$ cat config.mk
export PLATFORM = sky130hd
export DESIGN_NAME = sum_acc_pipe
export DESIGN_NICKNAME = d
export VERILOG_FILES = /design/src/rtl/sum_acc_pkg.sv /design/src/rtl/sum_acc_alu.sv /design/src/rtl/sum_acc_pipe.sv
export SDC_FILE = /design/constraint.sdc
export NUM_CORES = 1
export LEC_CHECK = 0
export ABC_AREA = 1
export CORE_ASPECT_RATIO = 1.75
export CORE_MARGIN = 2
export CORE_UTILIZATION = 50
export DETAILED_ROUTE_END_ITERATION = 10
export HOLD_SLACK_MARGIN = 0.02
export PLACE_DENSITY = 0.84
export SYNTH_ARGS = -nofsm -noshare
export SYNTH_HDL_FRONTEND = slang
export SYNTH_SLANG_ARGS = --single-unit
$ cat constraint.sdc
create_clock -name clk -period 2.25 [get_ports clk]
set_clock_uncertainty 0.05 [all_clocks]
set_input_delay 0.225 -clock clk [delete_from_list [all_inputs] [get_ports clk]]
set_output_delay 0.225 -clock clk [all_outputs]
set_load 0.005 [all_outputs]
$ cat src/rtl/sum_acc_pkg.sv
// Shared definitions for the registered signed add/sub/accumulate block:
// operation encodings and the saturation helper used by the ALU.
package sum_acc_pkg;

    localparam logic [1:0] OP_ADD = 2'b00;
    localparam logic [1:0] OP_SUB = 2'b01;
    localparam logic [1:0] OP_ACC = 2'b10;
    localparam logic [1:0] OP_CLR = 2'b11;

    // Widest accumulator the saturation helper can represent.
    localparam int MAX_ACC_W = 63;

    // Clamp a sign-extended value to the signed range of 'width' bits.
    // The result stays sign-extended to 64 bits; callers truncate it.
    function automatic logic signed [63:0] sat_sext(input logic signed [63:0] value,
                                                     input int width);
        logic signed [63:0] max_v;
        logic signed [63:0] min_v;
        max_v = (64'sd1 <<< (width - 1)) - 64'sd1;
        min_v = -max_v - 64'sd1;
        if (value > max_v) begin
            return max_v;
        end
        if (value < min_v) begin
            return min_v;
        end
        return value;
    endfunction

endpackage

$ cat src/rtl/sum_acc_alu.sv
// Combinational datapath: produces the result, overflow flag and the next
// accumulator value for one operation. Registers live in the top level.
module sum_acc_alu
    import sum_acc_pkg::*;
#(
    parameter int W     = 4,
    parameter int ACC_W = 8,
    parameter int SAT   = 0
) (
    input  logic [1:0]             op,
    input  logic signed [W-1:0]    a,
    input  logic signed [W-1:0]    b,
    input  logic signed [ACC_W-1:0] acc_q,
    output logic signed [ACC_W-1:0] x,
    output logic signed [ACC_W-1:0] acc_next,
    output logic                   ovf
);

    logic signed [ACC_W-1:0] a_ext;
    logic signed [ACC_W-1:0] b_ext;
    logic signed [ACC_W:0]   acc_sum;
    logic                    acc_sum_ovf;

    // Sign-extend operands and form the one-bit-wider accumulator sum.
    always_comb begin
        a_ext       = {{(ACC_W - W){a[W-1]}}, a};
        b_ext       = {{(ACC_W - W){b[W-1]}}, b};
        acc_sum     = {acc_q[ACC_W-1], acc_q} + {{(ACC_W + 1 - W){a[W-1]}}, a};
        // The sum left the ACC_W range when its top two bits disagree.
        acc_sum_ovf = acc_sum[ACC_W] ^ acc_sum[ACC_W-1];
    end

    // Select the result and accumulator update for the requested operation.
    always_comb begin
        x        = '0;
        ovf      = 1'b0;
        acc_next = acc_q;
        case (op)
            OP_ADD: x = a_ext + b_ext;
            OP_SUB: x = a_ext - b_ext;
            OP_ACC: begin
                ovf = acc_sum_ovf;
                if (SAT != 0) begin
                    x = ACC_W'(sat_sext(64'(acc_sum), ACC_W));
                end else begin
                    x = acc_sum[ACC_W-1:0];
                end
                acc_next = x;
            end
            default: begin
                // Dump-and-clear: report the old total, then zero it.
                x        = acc_q;
                acc_next = '0;
            end
        endcase
    end

endmodule

$ cat src/rtl/sum_acc_pipe.sv
// Registered signed add/sub/accumulate block with valid/ready on both sides
// and a single result register that holds under backpressure.
module sum_acc_pipe
    import sum_acc_pkg::*;
#(
    parameter int W     = 4,
    parameter int ACC_W = 8,
    parameter int SAT   = 0
) (
    input  logic                    clk,
    input  logic                    rst,
    input  logic                    in_valid,
    output logic                    in_ready,
    input  logic signed [W-1:0]     a,
    input  logic signed [W-1:0]     b,
    input  logic [1:0]              op,
    output logic                    out_valid,
    input  logic                    out_ready,
    output logic signed [ACC_W-1:0] x,
    output logic                    ovf,
    output logic signed [ACC_W-1:0] acc_q
);

    // The ADD/SUB results are only exact if the result is wider than operands.
    generate
        if (ACC_W < W + 1) begin : g_bad_width
            $error("sum_acc_pipe: ACC_W must be at least W+1");
        end
        if (ACC_W > MAX_ACC_W) begin : g_too_wide
            $error("sum_acc_pipe: ACC_W exceeds saturation helper width");
        end
    endgenerate

    logic                    out_valid_reg;
    logic signed [ACC_W-1:0] x_reg;
    logic                    ovf_reg;
    logic signed [ACC_W-1:0] acc_reg;

    logic signed [ACC_W-1:0] x_next;
    logic signed [ACC_W-1:0] acc_next;
    logic                    ovf_next;
    logic                    accept;
    logic                    consume;

    sum_acc_alu #(
        .W     (W),
        .ACC_W (ACC_W),
        .SAT   (SAT)
    ) u_alu (
        .op       (op),
        .a        (a),
        .b        (b),
        .acc_q    (acc_reg),
        .x        (x_next),
        .acc_next (acc_next),
        .ovf      (ovf_next)
    );

    // A new input may enter whenever the result slot is empty or draining.
    always_comb begin
        in_ready = !out_valid_reg || out_ready;
        accept   = in_valid && in_ready;
        consume  = out_valid_reg && out_ready;
    end

    // Result and accumulator registers; inputs are captured only on accept.
    always_ff @(posedge clk) begin
        if (rst) begin
            out_valid_reg <= 1'b0;
            x_reg         <= '0;
            ovf_reg       <= 1'b0;
            acc_reg       <= '0;
        end else if (accept) begin
            out_valid_reg <= 1'b1;
            x_reg         <= x_next;
            ovf_reg       <= ovf_next;
            acc_reg       <= acc_next;
        end else if (consume) begin
            out_valid_reg <= 1'b0;
        end
    end

    assign out_valid = out_valid_reg;
    assign x         = x_reg;
    assign ovf       = ovf_reg;
    assign acc_q     = acc_reg;

endmodule

# [Word-level counts from Yosys, hierarchy flattened]
# Cells that the tools add are included.
[word_totals] reg_bits=18 input_bits=14 out_inout_bits=19 word_cells=24
[op_classes] add_sub_neg=3 eq_ne=2 mux=5 bitwise=2 reduce_logical=8
[ops] operator="$pmux W8 S3" count=1
[ops] operator="$pmux W8 S2" count=1
[ops] operator="$add A8 B4 Y9" count=1
[ops] operator="$add A4 B4 Y5" count=1
[ops] operator="$sub A4 B4 Y5" count=1
[ops] operator="$mux W1" count=3
[ops] operator="$eq A2 B1 Y1 const B" count=1
[ops] operator="$eq A2 B2 Y1 const B" count=1
[ops] operator="$logic_and A1 B1 Y1" count=2
[ops] operator="$logic_not A2 Y1" count=1
[ops] operator="$reduce_and A2 Y1" count=1
[ops] operator="$reduce_bool A2 Y1" count=1
[ops] operator="$reduce_or A2 Y1" count=1
[ops] operator="$logic_not A1 Y1" count=1
[ops] operator="$logic_or A1 B1 Y1" count=1
[ops] operator="$not A1 Y1" count=1
[ops] operator="$xor A1 B1 Y1" count=1

# [Depth between registers and ports, before layout]
[depth] word_depth=4 mapped_depth=13 mapped_depth_nobuf=13

# [Hierarchy]
# Synthesis repeated with hierarchy kept, for this count alone.
[unflattened] hier_cells=274 area_unflattened_um2=1760.4
[modules_own_cells] mod="sum_acc_alu" instances=1 cells_each=158 area_each_um2=898.4 seq_area_each_um2=0.0
[modules_own_cells] mod="sum_acc_pipe" instances=1 cells_each=116 area_each_um2=862.1 seq_area_each_um2=360.3

# [Worst setup path before layout]
# Ideal clock, no wire load.
[synth_path] path_kind="flip-flop to flip-flop" start="register acc_reg[0] (netlist: acc_q[0])" end="register x_reg[6] (netlist: x[6])" setup_time_ns=0.121 arrival_time_ns=1.487 required_ns=2.079 slack_ns=0.593 path_stages_with_launch=14 cell_sequence="dfxtp_1 ha_1 inv_1 fa_1 inv_1 nand2_1 nand2_1 nand3_1 nand2_1 nand2_1 nand3_1 nand2_1 nand2_1 a21oi_1"
[synth_between] elab_chain_len=2
[synth_lines] element="start: declaration" line="sum_acc_pipe.sv:37" text="logic signed [ACC_W-1:0] acc_reg;"
[synth_lines] element="start signal: assignment" line="sum_acc_pipe.sv:77" text="acc_reg <= acc_next;"
[synth_lines] element="$add A8 B4 Y9" line="sum_acc_alu.sv:28" text="acc_sum = {acc_q[ACC_W-1], acc_q} + {{(ACC_W + 1 - W){a[W-1]}}, a};"
[synth_lines] element="$pmux W8 S3" line="sum_acc_alu.sv:38" text="case (op)"
[synth_lines] element="end signal: assignment" line="sum_acc_pipe.sv:75" text="x_reg <= x_next;"
[synth_lines] element="end: declaration" line="sum_acc_pipe.sv:35" text="logic signed [ACC_W-1:0] x_reg;"
# Every way passes these cells.
# A chain may end at the register's enable or synchronous reset.

# [Worst setup path after layout]
[layout_path] start="input port a[3]" end="register x_reg[4] (netlist: x[4])"
[layout_between] elab_chain_len=2
[layout_lines] element="start: declaration" line="sum_acc_pipe.sv:14" text="input logic signed [W-1:0] a,"
[layout_lines] element="$add A8 B4 Y9 (tied with other cells)" line="sum_acc_alu.sv:28"
[layout_lines] element="$pmux W8 S3 (*)" line="sum_acc_alu.sv:38"
# Every way passes the cells marked *; elsewhere a longest branch is shown, timed or not.

==> reports/metrics.cfg <==
[global_route]
global_route.usage.total_pct = 23.6
grt_start_max_net_pins = 15
grt_pass1_vias = 1390
grt_pass1_wl_um = 6020
antenna_found_initial = 0
gr-total-overflow = 0

[clocking]
cts_inserted_buffers = 3
tritoncts = yes
cts_post_setup_buffers_inserted = 0
root_buffer = clkbuf_8
cts-htree-levels = 1
clockBufferDepth = 2
cts.repair.resized = 0
post_cts_hold_buffer_count = 0
worstSkewPairLatency_ns = 0.25
clkSinkCount = 18
clk_pin_slew_ns = 0.06

[sta]
finalMaxSlewViolations = 0
tns_ns = 0
worst_slew_margin_rel_pct = 67.9
period_minus_slack_ns = 2.00
total_setup_violations_reported_at_the_end_of_the_flow = 0
fin_crit_sh_pct = 88.9
fmaxAchievable_ghz = 0.500
timing_hold_violations_final = 0
worstMarginPinSlew_ns = 0.481
whs_ns = 0.415
minimum_setup_slack_in_the_final_design_ns = 0.249
rsz0062_at_grt = no

[detailed_routing]
antenna_nets_post_route = 0
drt-vias-per-instance = 5.44
drc = 0
highest-signal-layer = met4
met3_length_um = 125
detailedRoute.firstPassIterationCount = 4
num_vias = 1560
routed_metal_1_wire_length_um = 1500
drt-initial-drc-count = 31
dr_wl_met2_um = 2130
route.final.wire_length_um = 3800
post_drt_wl_per_cell_um = 13.3

[cells_and_area]
n_fill_cell = 253
drive_gt1_share_pct = 9.65
nNetsFinal = 293
antennaDiodeCount = 0
fin_cells = 287
areaGrowthSynthToFinish_pct = 28.6

[setup_path]
r2r_end = x[4]$_SDFFE_PP0P_
worstPathRequired_ns = 2.34
end_kind = flop
critPathLaunch = a[3]
worst_path_arrival_ns = 2.09
rr_worst_depth = 11
cp-endpoint = x[4]$_SDFFE_PP0P_
critical_path.startpoint_type = primary input
timing_worst_setup_path_type = in -> reg
r2r_slack_ns = 0.43
critical_path.max_fanout = 7
r2r-start = acc_q[0]$_SDFFE_PP0P_

[die]
placeableCoreArea_um2 = 2860
initial_utilization_pct = 51.2
die_h_um = 75.6
chipWidth_um = 44.9
design.portCount = 33
dieArea_um2 = 3400
fp-row-count = 26

[synthesis]
netlist_instances = 223
synth_seq_area_share_pct = 24.6
synth-simple-area-share_pct = 31.7
yosys_warnings = 0
postSynthRegisterBits = 18
net_count_of_the_mapped_netlist = 256
arithmetic_cell_share_of_the_synthesized_area_counting_full_adders_half_adders_and_majority_gates_pct = 17.8
unique_cell_type_count_in_the_yosys_netlist = 25
yosysTopAreaCellShare_pct = 24.6
biggest_area_contributors_in_the_synthesized_netlist = dfxtp_1 (25%), nand2_1 (15%), ha_1 (14%)
synth_compound_gate_area_share_pct = 17.6
mux_cell_area_share_after_synthesis_pct = 0
synth_area_per_cell_um2 = 6.57
synth_area_leader_cell = dfxtp_1
dominant_combinational_cell_family_by_area_after_synthesis = simple AND/OR/NAND/NOR gates
synthesis.area_um2 = 1470
synth-xor-area-share_pct = 0

[min_path]
holdPathStages = 2
hold_class = reg -> reg

[run_status]
outcome = finished, final reports clean

[placement]
port-buffer-count = 32
place.gp.congestion = 0.886
detailedPlace.worstSlack_ns = -0.00775
detailedPlacementHpwl_um = 3060
numPlacedInstances = 283

[power]
power.density_cell_area_nw_per_um2 = 493
power.leakage_nw = 0.893
ir_worst_vdd_mv = 0.502

[job]
max_cap_viol_count = 0

==> Yosys cell counts (all sizes together) <==
library cell and n:
or2 4, o21ai 15, inv 27, buf 2, dfxtp 18, clkinv 2, nand2 62, nand3 19
fa 3, o2111ai 1, a21oi 28, a31oi 1, clkbuf 1, nand3b 2, nor2 21, ha 16
a221oi 1
==> kinds of logic after synthesis <==
kind of cell             count (synthesis)
AO/OA/AOI/OAI                           46
flip-flops                              18
AND/OR/NAND/NOR                        108
buffers and inverters                   32
adder cells (fa/ha/maj)                 19
==> per-stage QoR <==
stage | area (um^2) | power (mW) | utilization, %
finish | 1880 | 0.928 | 65.8
CTS | 1880 | 0.933 | 65.8
global route | 1880 | 0.983 | 65.8
floorplan | 1470 | 0.545 | -
detailed placement | 1830 | 0.672 | 63.9
global placement | 1830 | 0.669 | 63.9
==> worst max-delay path, stage by stage <==
cell             delay, ns
clkdlybuf4s50_1       0.56
ha_1                  0.43
a21oi_1               0.18
nand2_1               0.09
or2_2                 0.28
nand3_1               0.11
nand2_1               0.08
o21ai_2               0.08
a21oi_2               0.06
==> cell type report <==
type	instances	area (um^2)	share of cell area [%]
repair buffers	35	343	18.2
flip-flops and latches	18	360	19.1
clock buffers	4	55.1	2.92
well taps	28	35.0	1.86
multi-input cells	173	982	52.1
inverters	29	109	5.78
==> placed cells by master, fill, tap and decap left out, types with 2 or more instances in the layout <==
cell type        count
clkinv_1             2
dfxtp_1             18
o21ai_0             12
nand3_1             19
clkbuf_8             4
nand2_1             60
nand2_2              2
clkdlybuf4s50_1     32
buf_4                3
fa_1                 3
o21ai_1              2
ha_1                16
a21oi_2              4
nand3b_1             2
nor2_2               2
a21oi_1             24
inv_1               22
or2_2                3
nor2_1              18
inv_2                5
==> worst min path at each step <==
| stage | from | to | slack [ns] |
|---|---|---|---|
| 3_3_place_gp | x[2]$_SDFFE_PP0P_ | x[2]$_SDFFE_PP0P_ | 0.40 |
| 4_1_cts | x[7]$_SDFFE_PP0P_ | x[7]$_SDFFE_PP0P_ | 0.42 |
| 3_5_place_dp | x[7]$_SDFFE_PP0P_ | x[7]$_SDFFE_PP0P_ | 0.41 |
| 5_1_grt | x[5]$_SDFFE_PP0P_ | x[5]$_SDFFE_PP0P_ | 0.44 |
| 2_1_floorplan | op[0] | x[0]$_SDFFE_PP0P_ | 0.37 |
| 6_report | x[5]$_SDFFE_PP0P_ | x[5]$_SDFFE_PP0P_ | 0.41 |
==> routing by layer <==
layer,vias to the layer above,track usage [%]
met5,-,0
met3,4,1.42
li1,800,-
met2,40,45.6
met1,716,26.5
met4,0,7.19
==> power breakdown <==
group | leakage, nW | switching [mW] | internal [mW]
clock | 0.0288 | 0.107 | 0.155
sequential | 0.148 | 0.0173 | 0.341
combinational | 0.716 | 0.166 | 0.142
total | 0.893 | 0.290 | 0.638
Power figures use the tool's default switching activity.
